File: src/rtl/press_count_pkg.sv
// press_count_pkg
// Shared definitions for the push-button event counter controller:
//   - debounce FSM state encoding
//   - button index constants used to address the {C,D,U} vectors
//   - round-robin pointer encoding for the up/down arbiter
//   - default tick divider and debounce length for the 100 MHz board clock
package press_count_pkg;

  typedef enum logic [1:0] {
    IDLE         = 2'd0,
    PRESS_WAIT   = 2'd1,
    PRESSED      = 2'd2,
    RELEASE_WAIT = 2'd3
  } dbState_e;

  typedef enum logic {
    RR_UP   = 1'b0,
    RR_DOWN = 1'b1
  } rrPtr_e;

  localparam int BTN_U = 0;
  localparam int BTN_D = 1;
  localparam int BTN_C = 2;

  localparam int DEFAULT_TICK_DIV       = 100000;
  localparam int DEFAULT_DEBOUNCE_TICKS = 20;

endpackage

File: src/rtl/press_count_arbiter_btn_debounce_fsm.sv
// btn_debounce_fsm
// Debounces one raw, asynchronous push button. The button is brought into
// the clock domain through a 2-FF synchronizer, then a four-state FSM that
// only advances on sample ticks requires DEBOUNCE_TICKS consecutive equal
// samples before accepting a press or a release.
// Ports:
//   clk_i       clock
//   rst_i       asynchronous active-high reset
//   tick_i      one-cycle sample enable
//   btn_i       raw button level (asynchronous)
//   level_o     debounced level (high in PRESSED and RELEASE_WAIT)
//   pressEvt_o  one-cycle combinational pulse in the tick cycle that accepts a press
module btn_debounce_fsm
  import press_count_pkg::*;
#(
  parameter int DEBOUNCE_TICKS = DEFAULT_DEBOUNCE_TICKS
) (
  input  logic clk_i,
  input  logic rst_i,
  input  logic tick_i,
  input  logic btn_i,
  output logic level_o,
  output logic pressEvt_o
);

  localparam int CW = $clog2(DEBOUNCE_TICKS + 1);
  localparam logic [CW-1:0] LAST_CNT = CW'(DEBOUNCE_TICKS - 1);

  logic          sync1_q, sync2_q;
  dbState_e      state_q, state_d;
  logic [CW-1:0] stableCnt_q, stableCnt_d;

  always_ff @(posedge clk_i or posedge rst_i) begin
    if (rst_i) begin
      sync1_q     <= 1'b0;
      sync2_q     <= 1'b0;
      state_q     <= IDLE;
      stableCnt_q <= '0;
    end else begin
      sync1_q     <= btn_i;
      sync2_q     <= sync1_q;
      state_q     <= state_d;
      stableCnt_q <= stableCnt_d;
    end
  end

  // The stable counter holds the number of equal samples already seen, so
  // the sample that would make it reach DEBOUNCE_TICKS is the accepting one.
  always_comb begin
    state_d     = state_q;
    stableCnt_d = stableCnt_q;
    pressEvt_o  = 1'b0;
    if (tick_i) begin
      case (state_q)
        IDLE: begin
          if (sync2_q) begin
            state_d     = PRESS_WAIT;
            stableCnt_d = CW'(1);
          end
        end
        PRESS_WAIT: begin
          if (!sync2_q) begin
            state_d = IDLE;
          end else if (stableCnt_q == LAST_CNT) begin
            state_d    = PRESSED;
            pressEvt_o = 1'b1;
          end else begin
            stableCnt_d = stableCnt_q + CW'(1);
          end
        end
        PRESSED: begin
          if (!sync2_q) begin
            state_d     = RELEASE_WAIT;
            stableCnt_d = CW'(1);
          end
        end
        RELEASE_WAIT: begin
          if (sync2_q) begin
            state_d = PRESSED;
          end else if (stableCnt_q == LAST_CNT) begin
            state_d = IDLE;
          end else begin
            stableCnt_d = stableCnt_q + CW'(1);
          end
        end
        default: state_d = IDLE;
      endcase
    end
  end

  assign level_o = (state_q == PRESSED) || (state_q == RELEASE_WAIT);

endmodule

File: src/rtl/press_count_arbiter.sv
// press_count_arbiter
// Shared push-button event counter controller. Generates a sample tick from
// the system clock, debounces up/down/clear buttons, latches each accepted
// press as a pending request and arbitrates one request per cycle onto a
// WIDTH-bit counter. Clear has priority; up and down alternate round-robin
// whenever both are pending.
// Optional feature macro: PRESS_COUNT_SATURATE_EN (saturating count instead
// of modular wrap; grants still pulse when the count cannot move).
// Ports:
//   CLK100MHZ   sole clock
//   RST         asynchronous active-high reset
//   BTNU/BTND/BTNC  raw buttons
//   count       counter value
//   grant_up/grant_down/grant_clr  one-cycle grant pulses
//   btn_level   debounced levels {C,D,U}
module press_count_arbiter
  import press_count_pkg::*;
#(
  parameter int TICK_DIV       = DEFAULT_TICK_DIV,
  parameter int DEBOUNCE_TICKS = DEFAULT_DEBOUNCE_TICKS,
  parameter int WIDTH          = 16
) (
  input  logic             CLK100MHZ,
  input  logic             RST,
  input  logic             BTNU,
  input  logic             BTND,
  input  logic             BTNC,
  output logic [WIDTH-1:0] count,
  output logic             grant_up,
  output logic             grant_down,
  output logic             grant_clr,
  output logic [2:0]       btn_level
);

  localparam int TW = (TICK_DIV > 1) ? $clog2(TICK_DIV) : 1;
  localparam logic [TW-1:0] TICK_LAST = TW'(TICK_DIV - 1);

  logic [TW-1:0]    tickCnt_q, tickCnt_d;
  logic             tick;
  logic [2:0]       pressEvt;
  logic [2:0]       pend_q, pend_d;
  logic [2:0]       drop;
  rrPtr_e           rrPtr_q, rrPtr_d;
  logic [WIDTH-1:0] count_q, count_d;
  logic             grantUp, grantDown, grantClr;

  assign tick      = (tickCnt_q == TICK_LAST);
  assign tickCnt_d = tick ? '0 : tickCnt_q + TW'(1);

  btn_debounce_fsm #(.DEBOUNCE_TICKS(DEBOUNCE_TICKS)) uBtnU (
    .clk_i(CLK100MHZ), .rst_i(RST), .tick_i(tick), .btn_i(BTNU),
    .level_o(btn_level[BTN_U]), .pressEvt_o(pressEvt[BTN_U])
  );

  btn_debounce_fsm #(.DEBOUNCE_TICKS(DEBOUNCE_TICKS)) uBtnD (
    .clk_i(CLK100MHZ), .rst_i(RST), .tick_i(tick), .btn_i(BTND),
    .level_o(btn_level[BTN_D]), .pressEvt_o(pressEvt[BTN_D])
  );

  btn_debounce_fsm #(.DEBOUNCE_TICKS(DEBOUNCE_TICKS)) uBtnC (
    .clk_i(CLK100MHZ), .rst_i(RST), .tick_i(tick), .btn_i(BTNC),
    .level_o(btn_level[BTN_C]), .pressEvt_o(pressEvt[BTN_C])
  );

  // Grants come straight from the pending register, so a request latched
  // at edge E is granted in the following cycle and applied at E+1.
  always_comb begin
    grantClr  = pend_q[BTN_C];
    grantUp   = !pend_q[BTN_C] && pend_q[BTN_U] &&
                (!pend_q[BTN_D] || (rrPtr_q == RR_UP));
    grantDown = !pend_q[BTN_C] && pend_q[BTN_D] &&
                (!pend_q[BTN_U] || (rrPtr_q == RR_DOWN));

    // A clear grant also drops any pending up/down; a press accepted in the
    // same cycle still sets its bit because the set is ORed in last.
    drop   = {grantClr, grantDown | grantClr, grantUp | grantClr};
    pend_d = (pend_q & ~drop) | pressEvt;

    // The pointer only moves on contended grants, handing the next tie to
    // the side that just lost.
    rrPtr_d = rrPtr_q;
    if (!grantClr && pend_q[BTN_U] && pend_q[BTN_D]) begin
      rrPtr_d = grantUp ? RR_DOWN : RR_UP;
    end

    count_d = count_q;
    if (grantClr) begin
      count_d = '0;
    end else if (grantUp) begin
`ifdef PRESS_COUNT_SATURATE_EN
      count_d = (count_q == {WIDTH{1'b1}}) ? count_q : count_q + WIDTH'(1);
`else
      count_d = count_q + WIDTH'(1);
`endif
    end else if (grantDown) begin
`ifdef PRESS_COUNT_SATURATE_EN
      count_d = (count_q == '0) ? count_q : count_q - WIDTH'(1);
`else
      count_d = count_q - WIDTH'(1);
`endif
    end
  end

  always_ff @(posedge CLK100MHZ or posedge RST) begin
    if (RST) begin
      tickCnt_q <= '0;
      pend_q    <= '0;
      rrPtr_q   <= RR_UP;
      count_q   <= '0;
    end else begin
      tickCnt_q <= tickCnt_d;
      pend_q    <= pend_d;
      rrPtr_q   <= rrPtr_d;
      count_q   <= count_d;
    end
  end

  assign count      = count_q;
  assign grant_up   = grantUp;
  assign grant_down = grantDown;
  assign grant_clr  = grantClr;

endmodule
File: config.mk
export PLATFORM = sky130hd
export DESIGN_NAME = press_count_arbiter
export DESIGN_NICKNAME = d
export VERILOG_FILES = /design/src/rtl/press_count_pkg.sv /design/src/rtl/press_count_arbiter_btn_debounce_fsm.sv /design/src/rtl/press_count_arbiter.sv
export SDC_FILE = /design/constraint.sdc
export NUM_CORES = 1
export LEC_CHECK = 0
export CAP_MARGIN = 20
export CORE_ASPECT_RATIO = 0.7
export CORE_MARGIN = 2
export CORE_UTILIZATION = 45
export DETAILED_ROUTE_END_ITERATION = 10
export PLACE_DENSITY = 0.65
export RECOVER_POWER = 50
export SLEW_MARGIN = 20
export SYNTH_ARGS = -nofsm -noshare
export SYNTH_HDL_FRONTEND = slang
export SYNTH_SLANG_ARGS = --single-unit
export TNS_END_PERCENT = 20
File: constraint.sdc
create_clock -name CLK100MHZ -period 7.1 [get_ports CLK100MHZ]
set_clock_uncertainty 0.05 [all_clocks]
set_input_delay 0.71 -clock CLK100MHZ [delete_from_list [all_inputs] [get_ports CLK100MHZ]]
set_output_delay 0.71 -clock CLK100MHZ [all_outputs]
set_load 0.01 [all_outputs]
==> metrics.txt, run 1 <==
CP top delay family buffers and inverters; Setup crit start kind primary input; placed cell count 494; ys flop type dfrtp_1; most common cell after layout, fill and taps aside dfrtp_1; Post-DP HPWL 5.49 mm; crit-path cells dlygate4sd3_1 > clkinv_1 > clkbuf_1; setup tns final 0 ps; vias in the first global route 2,751; Hold Startpoint uBtnU.sync1_q; initial antenna violation count 0; clock root buffer clkbuf_16; gpl congestion between 0.8 and 0.9; Seq pwr share 42.6%; Reg clk slew, reported paths roughly 50 ps; fin cells 510; Total GRT Usage 19.7%; Critical-path top delay cell clkbuf_1; post-layout min period approximately 4200 ps; hold endpoint uBtnU.sync2_q; post_cts resized 0; Pre-Repair DR Iteration Count 4; Die X 111 um; Chip Height about 79 um; clk_lat worst skew about 330 ps; clock buffer depth 2; nets 431; gr ovfl total 0; top cells by area, synth dfrtp_1 (44%), ha_1 (7.2%), nand2_1 (5.5%), o21ai_0 (4.4%), xnor2_1 (3.4%); Wirelength per Cell between 15 and 20 um; Crit Path Class in -> async; global-route wire length before repair 13.5 mm; Max Slew Vio Count 65; Num CTS Buffers 9; largest net degree at the start of global routing 65; Max-cap violations 1; post-CTS setup buffer count 0; Iter 0 DRT Violations around 150; CTS tree yes; post-synthesis sequential area ratio roughly 44%; Logic pwr share 1.2%; P&R area growth vs syn 18.8%; Netlist cell types 51; failing checks max-capacitance violations, max-slew violations; # DRC 0; sw power 0.178 mW; CP peak stage delay 2440 ps; R2R depth 8; final period utilization 58.6%; Setup Viol. Count Final 0; register-to-register setup slack 3350 ps; Leak 1.96 nW; Routed Antenna Nets 0; Netlist Area Pre-Place about 3600 um^2; initial core utilization 46.3%; Filler cells slightly below 700; Hold Path Depth 0; share of post-route cells with drive strength above 1 8.56%; unrepaired setup endpoints after global routing no; Req. time, crit path 6700 ps; # diodes 0; top cell type's share of synthesized area between 40% and 50%; CP Capture Type asynchronous set/reset pin; # IOs 27; internal power about 0.69 mW; Sw Ratio just over 20%; worst path bufs/invs 3; outcome finished, violations left; max_slew headroom -131%; reg2reg start pend_q[2]; Mean Syn Cell Area 9.67 um^2; IO buf count 26; hold buffer count at CTS 0; f_max 240 MHz; Async SR Flop Fraction 100%; Yosys warning count 0; Vias 2,875; die area 8800 um^2; num rows 27; flops & latches, synth 64; DRT Wirelength 7.91 mm; CORE AREA 7840 um^2; Synth Instances 375; Reg2Reg Capture Point count[15]; worst hold-check path type reg -> reg; fin util between 50% and 60%; power per cell area 201 nW/um^2; WP data arrival around 3800 ps; H-tree depth 3; Hold Violations, Final 0; synthesized net count between 400 and 500; Peak VDD IR 0.142 mV; Fin Hold WS 299 ps; cell taking the most area after synthesis dfrtp_1; EDFF count, synth 0; CTS Sinks 64; worst-margin pin slew between 3000 and 4000 ps; clock network fraction of design power 56.2%; most frequent cells in the layout dfrtp_1 (64), nand2_1 (53), o21ai_0 (32); Critical Path Fanout Max 64; vias per cell 5.64
flip-flops by register name (all words and copies together), names as in the netlist, named ones only:
name,flops
uBtnC.sync1_q,1
count,16
uBtnD.sync2_q,1
uBtnC.state_q,1
pend_q,3
uBtnU.state_q,1
uBtnD.stableCnt_q,5
uBtnU.stableCnt_q,5
uBtnD.state_q,1
uBtnC.stableCnt_q,5
uBtnC.sync2_q,1
tickCnt_q,17
uBtnU.sync2_q,1
uBtnU.sync1_q,1
rrPtr_q,1
uBtnD.sync1_q,1
kinds of logic after synthesis:
group	after synthesis	synth area share, %
AO/OA/AOI/OAI	82	14.6
XOR/XNOR	28	6.76
adder cells (fa/ha/maj)	22	7.80
buffers and inverters	21	2.80
flip-flops	64	44.2
multiplexers	12	3.55
AND/OR/NAND/NOR	146	20.3
through the flow:
step | setup slack (ps) | power (mW) | instance area [um^2]
floorplan | 4030 | 0.381 | 3630
global placement | 3610 | 0.386 | 3980
detailed placement | 3460 | 0.386 | 3980
CTS | 3430 | 0.878 | 4310
global route | 2130 | 0.894 | 4310
finish | 2940 | 0.865 | 4310
power groups by stage:
stage	sequential, mW	clock, mW	combinational [mW]
floorplan	0.374	0	0.00671
global placement	0.374	0	0.0118
detailed placement	0.374	0	0.0119
CTS	0.368	0.498	0.0120
global route	0.368	0.513	0.0125
finish	0.368	0.486	0.0105
routing by layer:
| layer | track usage, % | share of wire, % |
|---|---|---|
| met1 | 28.4 | 51 |
| met2 | 27.4 | 42 |
| met3 | 5.50 | 6.8 |
| met4 | 9.14 | 0.86 |
| met5 | 0 | 0 |
synthesized netlist by cell type, drive strengths merged, types with 3 or more instances:
master / instances
a21o: 7
mux2i: 5
buf: 5
nor3: 5
a22o: 7
xor2: 14
ha: 21
a21oi: 12
clkbuf: 6
xnor2: 14
mux2: 7
nor4: 3
nand3: 18
nand2: 53
o21ai: 32
nand4: 6
inv: 10
dfrtp: 64
and3: 7
nor2: 25
and2: 4
or3: 4
and4: 5
o31ai: 4
or2: 4
o211ai: 3
how the worst max path moves through the flow:
stage                     cells past startpoint  startpoint  slack (ps)             to
after floorplan                               8   pend_q[2]        4030      count[15]
after global placement                        8   pend_q[2]        3610      count[15]
after detailed placement                      8   pend_q[2]        3460      count[15]
after CTS                                     8   pend_q[2]        3430      count[15]
after global routing                          3         RST        2130   tickCnt_q[8]
final                                         3         RST        2940  tickCnt_q[11]
area by class of cell:
| type | instances | area [um^2] | share of cell area [%] |
|---|---|---|---|
| Multi-Input combinational cell | 290 | 1930 | 44.9 |
| Clock inverter | 6 | 92.6 | 2.15 |
| Timing Repair Buffer | 29 | 279 | 6.48 |
| Sequential cell | 64 | 1600 | 37.2 |
| Clock buffer | 10 | 239 | 5.55 |
| Inverter | 10 | 37.5 | 0.871 |
| Tap cell | 101 | 126 | 2.93 |
worst register-to-register path, stage by stage (launching register included):
cell      delay, ps
dfrtp_1         470
nor2_1          230
nand2_1         510
ha_1            580
and3_1          190
a221oi_1        730
o21ai_0         320
a41o_1          300
mux2_2          260
(Power assumes the default switching activity.)
==> run 2: changes to the inputs <==
--- a/config.mk
+++ b/config.mk
@@ -10,7 +10,7 @@
 export CORE_MARGIN = 2
 export CORE_UTILIZATION = 45
 export DETAILED_ROUTE_END_ITERATION = 10
-export PLACE_DENSITY = 0.65
+export PLACE_DENSITY = 0.67
 export RECOVER_POWER = 50
 export SLEW_MARGIN = 20
 export SYNTH_ARGS = -nofsm -noshare
==> constraint.sdc (replaced) <==
create_clock -name CLK100MHZ -period 3.42 [get_ports CLK100MHZ]
set_clock_uncertainty 0.05 [all_clocks]
set_input_delay 0.342 -clock CLK100MHZ [delete_from_list [all_inputs] [get_ports CLK100MHZ]]
set_output_delay 0.342 -clock CLK100MHZ [all_outputs]
set_load 0.01 [all_outputs]
==> run 2 against run 1 <==
Net effect:
- the run now ends clean
- sequential power rose by 110%
- wire length rose by 0.23%
- worst setup slack got worse by 2500 ps
- clock power rose by 110%
- power rose by 110%
- critical path depth rose by 6
- flip-flop and latch count did not move
- critical endpoint is now count[13]
- largest power group unchanged
==> metrics.txt, run 2 (synthesized netlist as in run 1, its figures left out) <==
outcome completed; Iter 0 DRT Violations 185 (+22%); P&R area growth vs syn 19.9%; num rows 27 (unchanged); sw power 0.334 mW (+88%); register-to-register setup slack 430 ps (-2920 ps); Num CTS Buffers 9 (unchanged); fin util 55.5% (+0.48 points); Critical-path top delay cell dfrtp_1; Fin Hold WS 299 ps (-0.158 ps); Vias 2,938 (+2.2%); crit-path cells nor2_1 > nand2_1 > buf_4 > ha_1 > a21oi_1 > o211ai_1 > a221oi_1 > mux2i_1 > o311ai_0; vias per cell 5.70 (+1.2%); worst hold-check path type reg -> reg; IO buf count 26 (unchanged); reg2reg start pend_q[2]; Critical Path Fanout Max 12 (-81%); Req. time, crit path 3560 ps (-3140 ps); internal power 1.46 mW (+110%); share of post-route cells with drive strength above 1 9.18% (+0.62 points); critical path launch point pend_q[2]; final period utilization 87.4%; clock root buffer clkbuf_16; clk_lat worst skew 330 ps (about the same); Total GRT Usage 19.6% (-0.084 points); R2R depth 9 (+1); power per cell area 414 nW/um^2 (+110%); initial core utilization 46.3% (unchanged); worst-margin pin slew 1160 ps (-2300 ps); Sw Ratio 18.6% (-2.0 points); vias in the first global route 2,841 (+3.3%); Logic pwr share 1.2% (about the same); Critical Path Sink count[13]; Max-cap violations 0 (-1); largest net degree at the start of global routing 48 (-26%); post-layout min period 2990 ps; Seq pwr share 42.5% (about the same); Crit path depth 9 (+6); post-CTS setup buffer count 0 (unchanged); WP data arrival 3130 ps (-630 ps); Peak VDD IR 0.272 mV (+91%); Setup Viol. Count Final 0 (unchanged); # IOs 27 (unchanged); setup tns final 0 ps (unchanged); Pre-Repair DR Iteration Count 5 (+1); nets 436 (+1.2%); DP Worst Slack 552 ps (-2900 ps); gpl congestion 0.924 (+3.0%); Hold Violations, Final 0 (unchanged); setup ws final 431 ps (-2510 ps); Wirelength per Cell 15.4 um (-0.75%); Crit Path Class reg -> reg; unrepaired setup endpoints after global routing no; Largest Register tickCnt_q; # DRC 0 (unchanged); max reg flops 17 (unchanged); DRT Wirelength 7.93 mm (+0.23%); Routed Antenna Nets 0 (unchanged); initial antenna violation count 0 (unchanged); CORE AREA 7840 um^2 (unchanged); Die X 111 um (unchanged); Setup crit start kind flip-flop; f_max 335 MHz; most frequent cells in the layout dfrtp_1 (64), nand2_1 (53), o21ai_0 (32); Leak 1.99 nW (+1.9%); Max Slew Vio Count 0 (-100%); # diodes 0 (unchanged); CTS Sinks 64 (unchanged); Reg2Reg Capture Point count[13]; clock buffer depth 2 (unchanged); worst path bufs/invs 1 (-2); Post-DP HPWL 5.65 mm (+2.8%); Chip Height 79.1 um (unchanged); gr ovfl total 0 (unchanged); Reg clk slew, reported paths 60 ps (about the same); clock network fraction of design power 56.3% (about the same); CP peak stage delay 470 ps (-1970 ps); die area 8800 um^2 (unchanged); max_slew headroom 22.5% (+150 points); most common cell after layout, fill and taps aside dfrtp_1; H-tree depth 3 (unchanged); post_cts resized 0 (unchanged); CP Capture Type flip-flop; CP top delay family compound AO/OA/AOI/OAI gates; CTS tree yes; global-route wire length before repair 13.6 mm (+0.72%); hold buffer count at CTS 0 (unchanged)
==> run 2: cell count changes in the layout (fill, tap and decap cells not counted), sizes merged <==
cell / previous run / this run
buf: 2 / 7
clkbuf: 11 / 15
clkinv: 3 / 0
clkinvlp: 2 / 0
inv: 9 / 10
==> run 2: worst min path at each step <==
stage	startpoint	to	slack [ps]	cells after the start
after global routing	uBtnC.sync1_q	uBtnC.sync2_q	310	0
after detailed placement	uBtnC.sync1_q	uBtnC.sync2_q	290	0
after CTS	RST	uBtnD.stableCnt_q[2]	290	2
after global placement	uBtnC.sync1_q	uBtnC.sync2_q	290	0
final	uBtnC.sync1_q	uBtnC.sync2_q	300	0
after floorplan	uBtnC.sync1_q	uBtnC.sync2_q	280	0
==> run 2: stage by stage <==
stage | instances | total power [mW] | cell area [um^2]
after floorplan | 375 | 0.790 | 3630
after global placement | 499 | 0.804 | 4030
after detailed placement | 499 | 0.804 | 4030
after CTS | 515 | 1.83 | 4360
after global routing | 515 | 1.87 | 4350
final | 515 | 1.80 | 4350
==> run 2: power groups by stage <==
stage               logic [mW]  registers [mW]  clock network [mW]
floorplan               0.0139           0.776                   0
global placement        0.0264           0.777                   0
detailed placement      0.0266           0.777                   0
CTS                     0.0268           0.764                1.04
global route            0.0261           0.764                1.08
finish                  0.0217           0.764                1.01
==> run 2: area by class of cell <==
cell class / count / area (um^2)
Multi-Input combinational cell: 290 / 1930
Tap cell: 101 / 126
Timing Repair Buffer: 34 / 318
Clock buffer: 14 / 274
Inverter: 10 / 37.5
Clock inverter: 2 / 60.1
Sequential cell: 64 / 1600
Fill cell: 679 / 3490
==> run 2: worst register-to-register path, delay by kind of cell, from the launching register on <==
family                     cells  cell delay [ps]
and+or+nand+nor                2              470
AOI/OAI and AO/OA              4              970
muxes                          1              220
DFF                            1              470
buffers and inverters          1              280
adders and majority gates      1              380
==> run 2: routing by layer <==
layer	up-vias	part of all wire, %	GRT usage (%)
met5	-	0	0
met4	0	1.2	7.53
met3	10	6.2	6.79
met2	87	42	28.1
met1	1414	50	27.4
li1	1427	-	-
==> run 3: changes to the inputs <==
--- a/config.mk
+++ b/config.mk
@@ -12,6 +12,7 @@
 export DETAILED_ROUTE_END_ITERATION = 10
 export PLACE_DENSITY = 0.67
 export RECOVER_POWER = 50
+export SKIP_CTS_REPAIR_TIMING = 1
 export SLEW_MARGIN = 20
 export SYNTH_ARGS = -nofsm -noshare
 export SYNTH_HDL_FRONTEND = slang
==> results of run 3 <==
Same layout as run 2: the final DEF is identical, and so are final timing and power.
